## config.mk

```make
export PLATFORM = sky130hd
export DESIGN_NAME = aes_inv_round_stage
export DESIGN_NICKNAME = d
export VERILOG_FILES = /design/src/rtl/aes_pkg.sv /design/src/rtl/aes_inv_round_stage_mix.sv /design/src/rtl/aes_inv_sbox.sv /design/src/rtl/aes_inv_round_stage.sv
export SDC_FILE = /design/constraint.sdc
export NUM_CORES = 2
export LEC_CHECK = 0
export CORE_ASPECT_RATIO = 0.75
export CORE_MARGIN = 4
export CORE_UTILIZATION = 30
export CTS_CLUSTER_SIZE = 24
export DETAILED_ROUTE_END_ITERATION = 8
export SLEW_MARGIN = 30
export SYNTH_ARGS = -nofsm -noshare
export SYNTH_HDL_FRONTEND = slang
export SYNTH_HIERARCHICAL = 1
export SYNTH_SLANG_ARGS = --single-unit
```

## constraint.sdc

```tcl
create_clock -name clk -period 6.8 [get_ports clk]
set_clock_uncertainty 0.1 [all_clocks]
set_input_delay 0.68 -clock clk [delete_from_list [all_inputs] [get_ports clk]]
set_output_delay 0.68 -clock clk [all_outputs]
set_load 0.005 [all_outputs]
```

## src/rtl/aes_pkg.sv

```systemverilog
// Shared AES types, GF(2^8) helpers, InvShiftRows and the round-stage FSM encoding.
// Byte i of a state sits at bits [127-8i -: 8] and is row i%4, column i/4.
package aes_pkg;

    localparam int unsigned AES_STATE_W = 128;
    localparam int unsigned AES_NB      = 4;

    typedef logic [7:0]             aes_byte_t;
    typedef logic [31:0]            aes_col_t;
    typedef logic [AES_STATE_W-1:0] aes_state_t;

    typedef enum logic [1:0] {
        StIdle,
        StSub,
        StFin,
        StOut
    } aes_st_e;

    function automatic aes_byte_t gf_xtime(input aes_byte_t b);
        return {b[6:0], 1'b0} ^ (b[7] ? 8'h1b : 8'h00);
    endfunction

    function automatic aes_byte_t gf_mul(input aes_byte_t a, input aes_byte_t b);
        aes_byte_t acc;
        aes_byte_t p;
        acc = '0;
        p   = a;
        for (int i = 0; i < 8; i++) begin
            if (b[i]) acc = acc ^ p;
            p = gf_xtime(p);
        end
        return acc;
    endfunction

    // out[r][c] = in[r][(c - r) mod 4]
    function automatic aes_state_t inv_shift_rows(input aes_state_t s);
        aes_state_t o;
        o = '0;
        for (int r = 0; r < int'(AES_NB); r++) begin
            for (int c = 0; c < int'(AES_NB); c++) begin
                o[127 - 8 * (4 * c + r) -: 8] = s[127 - 8 * (4 * ((c - r + 4) % 4) + r) -: 8];
            end
        end
        return o;
    endfunction

endpackage

```

## src/rtl/aes_inv_round_stage_mix.sv

```systemverilog
// InvMixColumns on one 32-bit column (row 0 in the top byte), combinational.
module aes_inv_mix_column
    import aes_pkg::*;
(
    input  logic [31:0] col_i,
    output logic [31:0] col_o
);

    aes_byte_t b [4];

    always_comb begin
        col_o = '0;
        for (int r = 0; r < 4; r++) begin
            b[r] = col_i[31 - 8 * r -: 8];
        end
        for (int r = 0; r < 4; r++) begin
            col_o[31 - 8 * r -: 8] = gf_mul(8'h0e, b[r]) ^ gf_mul(8'h0b, b[(r + 1) % 4]) ^
                                     gf_mul(8'h0d, b[(r + 2) % 4]) ^ gf_mul(8'h09, b[(r + 3) % 4]);
        end
    end

endmodule

```

## src/rtl/aes_inv_sbox.sv

```systemverilog
// AES inverse S-box, one byte, purely combinational table lookup.
module aes_inv_sbox (
    input  logic [7:0] data_i,
    output logic [7:0] data_o
);

    localparam logic [2047:0] InvSbox = {
        128'h52096ad53036a538bf40a39e81f3d7fb, 128'h7ce339829b2fff87348e4344c4dee9cb,
        128'h547b9432a6c2233dee4c950b42fac34e, 128'h082ea16628d924b2765ba2496d8bd125,
        128'h72f8f66486689816d4a45ccc5d65b692, 128'h6c704850fdedb9da5e154657a78d9d84,
        128'h90d8ab008cbcd30af7e45805b8b34506, 128'hd02c1e8fca3f0f02c1afbd0301138a6b,
        128'h3a9111414f67dcea97f2cfcef0b4e673, 128'h96ac7422e7ad3585e2f937e81c75df6e,
        128'h47f11a711d29c5896fb7620eaa18be1b, 128'hfc563e4bc6d279209adbc0fe78cd5af4,
        128'h1fdda8338807c731b11210592780ec5f, 128'h60517fa919b54a0d2de57a9f93c99cef,
        128'ha0e03b4dae2af5b0c8ebbb3c83539961, 128'h172b047eba77d626e169146355210c7d
    };

    assign data_o = InvSbox[2047 - 8 * int'(data_i) -: 8];

endmodule

```

## src/rtl/aes_inv_round_stage.sv

```systemverilog
// Column-serial AES decryption round: InvShiftRows, InvSubBytes, AddRoundKey, InvMixColumns.
// Define AES_INV_MIXCOL_EN to include InvMixColumns (skipped when last_round=1).
module aes_inv_round_stage
    import aes_pkg::*;
#(
    parameter int unsigned NB = AES_NB
) (
    input  logic         clk,
    input  logic         rst,
    input  logic         in_valid,
    output logic         in_ready,
    input  logic [127:0] state_in,
    input  logic [127:0] key_in,
    input  logic         last_round,
    output logic         out_valid,
    input  logic         out_ready,
    output logic [127:0] state_out
);

    aes_st_e    st_q, st_d;
    logic [1:0] col_q, col_d;
    aes_state_t data_q, data_d;
    aes_state_t key_q, key_d;
    aes_state_t out_q, out_d;
    aes_col_t   sel_col, sub_col;
    aes_state_t add_key, fin_res;

    assign sel_col = data_q[32 * (NB - 1 - int'(col_q)) +: 32];

    for (genvar i = 0; i < 4; i++) begin : g_sbox
        aes_inv_sbox u_sbox (
            .data_i(sel_col[31 - 8 * i -: 8]),
            .data_o(sub_col[31 - 8 * i -: 8])
        );
    end

    assign add_key = data_q ^ key_q;

`ifdef AES_INV_MIXCOL_EN
    logic       last_q, last_d;
    aes_state_t mixed;

    for (genvar i = 0; i < 4; i++) begin : g_mix
        aes_inv_mix_column u_mix (
            .col_i(add_key[32 * i +: 32]),
            .col_o(mixed[32 * i +: 32])
        );
    end

    assign fin_res = last_q ? add_key : mixed;
`else
    // Mixing happens outside this stage in this build, so last_round has no effect here.
    logic unused_last;
    assign unused_last = last_round;
    assign fin_res     = add_key;
`endif

    always_comb begin
        st_d   = st_q;
        col_d  = col_q;
        data_d = data_q;
        key_d  = key_q;
        out_d  = out_q;
`ifdef AES_INV_MIXCOL_EN
        last_d = last_q;
`endif
        unique case (st_q)
            StIdle: begin
                if (in_valid) begin
                    data_d = inv_shift_rows(state_in);
                    key_d  = key_in;
`ifdef AES_INV_MIXCOL_EN
                    last_d = last_round;
`endif
                    col_d  = 2'd0;
                    st_d   = StSub;
                end
            end
            StSub: begin
                data_d[32 * (NB - 1 - int'(col_q)) +: 32] = sub_col;
                col_d = col_q + 2'd1;
                if (col_q == 2'd3) st_d = StFin;
            end
            StFin: begin
                out_d = fin_res;
                st_d  = StOut;
            end
            StOut: begin
                if (out_ready) st_d = StIdle;
            end
            default: st_d = StIdle;
        endcase
    end

    always_ff @(posedge clk) begin
        if (rst) begin
            st_q   <= StIdle;
            col_q  <= 2'd0;
            data_q <= '0;
            key_q  <= '0;
            out_q  <= '0;
`ifdef AES_INV_MIXCOL_EN
            last_q <= 1'b0;
`endif
        end else begin
            st_q   <= st_d;
            col_q  <= col_d;
            data_q <= data_d;
            key_q  <= key_d;
            out_q  <= out_d;
`ifdef AES_INV_MIXCOL_EN
            last_q <= last_d;
`endif
        end
    end

    assign in_ready  = (st_q == StIdle);
    assign out_valid = (st_q == StOut);
    assign state_out = out_q;

endmodule

```

Word-level counts from Yosys, hierarchy flattened
Index checks and enable logic that the tools add are counted.
Storage, ports and cells
  register bits after elaboration: 388
  bits of input ports: 261
  output and inout bits: 130
Cells by class
  add/subtract/negate cells: 7
  eq/ne operators: 7
  shifts and indexed selects: 7
  muxes and demuxes: 9
  bitwise gates (word level): 1
  reductions and logical operators: 5
Operator list (count)
  $shiftx A2055 B32 Y8 const A: 4
  $pmux W128 S2: 1
  $bwmux W128: 1
  $mux W128: 1
  $shift A32 B34 Y128 const A: 1
  $shiftx A128 B33 Y32: 1
  $shiftx A32 B34 Y128: 1
  $xor A128 B128 Y128: 1
  $sub A11 B11 Y12 const A: 4
  $neg A32 Y34: 1
  $mux W2: 4
  $pmux W2 S4: 1
  $eq A2 B2 Y1 const B: 3
  $ne A2 B2 Y1 const B: 2
  $pmux W2 S2: 1
  $reduce_and A2 Y1: 2
  $reduce_and A3 Y1: 1
  $sub A2 B2 Y3 const A: 1
  $add A2 B1 Y2 const B: 1
  $eq A2 B1 Y1 const B: 1
  $logic_not A2 Y1: 1
  $ne A2 B1 Y1 const B: 1
  $reduce_bool A2 Y1: 1

Longest topological paths before layout
  word-level depth: 7
  gate-level depth with buffers: 17

Cells and area by module
The synthesis kept the hierarchy.
Modules (own cells, without submodules)
  aes_inv_round_stage: times used 1, cells an instance 1945, area each 17180.2 um2, sequential area each 7767.4 um2
  aes_inv_sbox: times used 4, cells an instance 529, area each 3447.1 um2, sequential area each 0.0 um2

Worst setup path before layout
Ideal clock, no wire load.
  kind: register to register
  start: register col_q[1]
  end: register data_q[105]
  library setup time: 0.095 ns
  data arrival time: 4.012 ns
  setup slack: 2.593 ns
  stages on the path, launching flop included: 17
  path through: dfxtp_1 buf_2 buf_2 mux4_2 buf_2 inv_1 ha_1 buf_2 nor2_1 a21oi_1 mux4_2 o211ai_2 a21oi_1 a211oi_2 nor2b_1 nand3_1 a221oi_1
On the way
  longest elaborated chain between the ends: 7
RTL lines
  start: declaration: line aes_inv_round_stage.sv:21  | logic [1:0] col_q, col_d;
  start signal: assignment: line aes_inv_round_stage.sv:107  | col_q <= col_d;
  $sub A2 B2 Y3: line aes_inv_round_stage.sv:28  | assign sel_col = data_q[32 * (NB - 1 - int'(col_q)) +: 32];
  $shiftx A128 B33 Y32: line aes_inv_round_stage.sv:28
  net sel_col[8]: line aes_inv_round_stage.sv:25  | aes_col_t sel_col, sub_col;
  $sub A11 B11 Y12: line aes_inv_sbox.sv:18  | assign data_o = InvSbox[2047 - 8 * int'(data_i) -: 8];
  $shiftx A2055 B32 Y8: line aes_inv_sbox.sv:18
  net sub_col[9]: line aes_inv_round_stage.sv:25
  $shiftx A32 B34 Y128: line aes_inv_round_stage.sv:80  | data_d[32 * (NB - 1 - int'(col_q)) +: 32] = sub_col;
  $bwmux W128: line aes_inv_round_stage.sv:80
  $pmux W128 S2: line aes_inv_round_stage.sv:67  | unique case (st_q)
  end signal: assignment: line aes_inv_round_stage.sv:108  | data_q <= data_d;
  end: declaration: line aes_inv_round_stage.sv:22  | aes_state_t data_q, data_d;
The timed path passes the listed nets, and every way through them passes these cells.
A chain may end at the register's enable or synchronous reset.

Worst setup path in the final report
  start: register col_q[1]
  end: register data_q[95]
Same word-level chain as after synthesis.

==> impl_metrics.json <==
{
  "ys_warn_count": 6,
  "grt-ovfl-total": 0,
  "postRouteAntennaNets": 0,
  "tns_ps": 0,
  "die_height_um": 286.2,
  "ys_types": 80,
  "drt-total-wl_um": 154600,
  "busiest_layer": "met1",
  "synth_top_family_by_area": "compound AO/OA/AOI/OAI gates",
  "cp_data_required_time_ps": 7210,
  "post-cts-setup-buffers": 0,
  "reg2reg_setup_slack_ps": 1690,
  "cts_tree": "yes",
  "drv_cap": 0,
  "finalNetCount": 4488,
  "start_kind": "register",
  "cts_resized": 0,
  "timing.slew.headroom_pct": 29.39,
  "final_hold_viol_count": 0,
  "io_pins": 391,
  "status": "finished clean",
  "layout-drive-gt1-share_pct": 7.670,
  "muxShareOfSynthArea_pct": 4.493,
  "hold_path.class": "reg -> reg",
  "hold_buffers": 0,
  "cellPowerDensity_mw_per_mm2": 674.3,
  "place_hpwl_um": 109300,
  "grt_max_degree": 171,
  "setup_violations": 0,
  "period_minus_slack_ps": 5107,
  "first_pass_iters": 6,
  "port_buffers": 389,
  "syn_nets": 4411,
  "rsz0062_at_grt": "no",
  "syn-mean-instance-area_um2": 7.626,
  "core_area_mm2": 0.1019,
  "grt_use_met1_pct": 40.03,
  "final_common_cell": "nand2_1",
  "synthSimpleGateAreaFrac_pct": 20.43,
  "worst_setup_path_end_kind": "register",
  "synthFlopType": "dfxtp_1",
  "dpl_worst_slack_ps": 1793,
  "post-place-cells": 5429,
  "die_w_um": 379.0,
  "wl_per_cell_um": 28.01,
  "worstMarginPinSlew_ps": 1059,
  "drcViolationCount": 0,
  "vias": 34430,
  "clock_latency_ps": 630,
  "die_area_mm2": 0.1085,
  "synth_compound_area_share_pct": 32.96,
  "crit_type": "reg -> reg",
  "start_util_pct": 30.40,
  "root_buffer": "clkbuf_16",
  "grt_pass1_vias": 31480,
  "crit_path_max_fanout": 46,
  "post-route-period-util_pct": 75.10,
  "synthArstFlopShare_pct": 0,
  "synth_edf_count": 0,
  "clkTransAtPathRegs_ps": 80,
  "cts_sinks": 388,
  "met3_usage_pct": 9.168,
  "ir_worst_vdd_v": 0.0003078,
  "fp-row-count": 101,
  "synth-xor-area-share_pct": 4.089,
  "drv_slew": 0,
  "antenna_found_initial": 13,
  "place_area_mm2": 0.03502,
  "cts_buffers": 45,
  "htreeDepth": 2,
  "grtUsageMet2_pct": 36.92,
  "fin_cells": 5520,
  "final_cell_mix": "nand2_1 (446), a21oi_1 (406), clkdlybuf4s50_1 (388)",
  "power.leakage_nw": 12.00,
  "area_growth_pct": 18.06,
  "synth_cells": 4061,
  "grt_first_pass_wirelength_um": 222500,
  "fmax_mhz": 195.8,
  "crit_arrival_ps": 5510,
  "routed_via_density": 6.238,
  "synthesis.area_mm2": 0.03097,
  "track_usage_pct": 27.02,
  "drt-initial-drc-count": 5013,
  "cts_buffer_depth": 3,
  "gp_congestion": 1.081,
  "synth_fa_ha_area_share_pct": 3.596,
  "ys_seq_elements": 388,
  "setup_slack_ps": 1693,
  "fin_area_mm2": 0.03656,
  "synth-seq-area-share_pct": 25.08
}
per-layer routing:
| layer | vias up | share of wire [%] |
|---|---|---|
| met4 | 8 | 2.6 |
| met5 | - | 0.054 |
| met1 | 16610 | 45 |
| li1 | 15320 | - |
| met3 | 279 | 13 |
| met2 | 2217 | 40 |
metrics by stage:
| step | power, W | hold slack [ps] | utilization [%] |
|---|---|---|---|
| after floorplan | 0.01550 | 348.8 | - |
| after global placement | 0.02158 | 354.7 | 34.36 |
| after detailed placement | 0.02134 | 359.1 | 34.38 |
| after CTS | 0.02398 | 351.6 | 35.85 |
| after global routing | 0.02586 | 380.1 | 35.88 |
| final | 0.02466 | 364.0 | 35.90 |
flip-flops by register name (all words and copies together), names as in the netlist:
signal	cells
st_q	2
key_q	128
data_q	128
state_out	128
col_q	2
critical path: stages, from the launching register on:
cell      delay, ps
dfxtp_4         750
buf_4           340
mux4_4          980
inv_1           670
buf_4           370
nor2_1           80
o41a_1          430
o311a_1         150
o32ai_1         590
nand4_1         180
a221oi_1        290
layout make-up:
class                      count  area (um^2)
fill                       10790        65290
sequential                   388         7775
clock inverter                18        230.2
antenna                        9        22.52
clock buffer                  63         1264
tap                         1339         1675
multi-input combinational   3091        20450
inverter                     141        531.8
timing repair buffer         471         4614
synthesized netlist by cell type (72+ instances only):
library cell	number	share of area [%]
xnor2_1	132	3.7
nand3_1	122	2.0
buf_2	184	3.0
ha_1	89	3.6
a311oi_1	93	2.6
dfxtp_1	388	25
o21ai_0	144	2.3
nand2b_1	87	1.8
nor2b_1	77	1.6
nor2_1	267	3.2
clkbuf_1	159	1.9
a21oi_1	406	6.6
a221oi_1	88	2.5
a211oi_1	188	4.6
inv_1	128	1.6
o22ai_1	108	2.2
nand2_1	450	5.5
nand4_1	72	1.5
report_power, final:
part | total, W | leakage [nW] | switching [W] | internal (W)
Combinational | 0.0182 | 8.08 | 0.0121 | 0.00611
Clock | 0.00254 | 0.733 | 0.00112 | 0.00143
Sequential | 0.00395 | 3.19 | 0.000886 | 0.00306
worst paths after layout:
check | end | start | cells past startpoint
setup reg to reg | data_q[95]$_SDFFE_PP0P_ | col_q[1]$_SDFFE_PP0P_ | 10
hold / removal | key_q[78]$_SDFFE_PP0P_ | key_q[78]$_SDFFE_PP0P_ | 2
hold reg to reg | key_q[78]$_SDFFE_PP0P_ | key_q[78]$_SDFFE_PP0P_ | 2
setup / recovery | data_q[95]$_SDFFE_PP0P_ | col_q[1]$_SDFFE_PP0P_ | 10
kinds of logic (layout without fill, tap and decap cells):
kind of cell,count (synthesis),in the layout
XOR/XNOR,136,136
adder cells (fa/ha/maj),89,89
buffers and inverters,582,693
AND/OR/NAND/NOR,1311,1311
AO/OA/AOI/OAI,1473,1473
flip-flops,388,388
other,0,9
multiplexers,82,82
No activity file was read; power rests on OpenSTA's default activity.
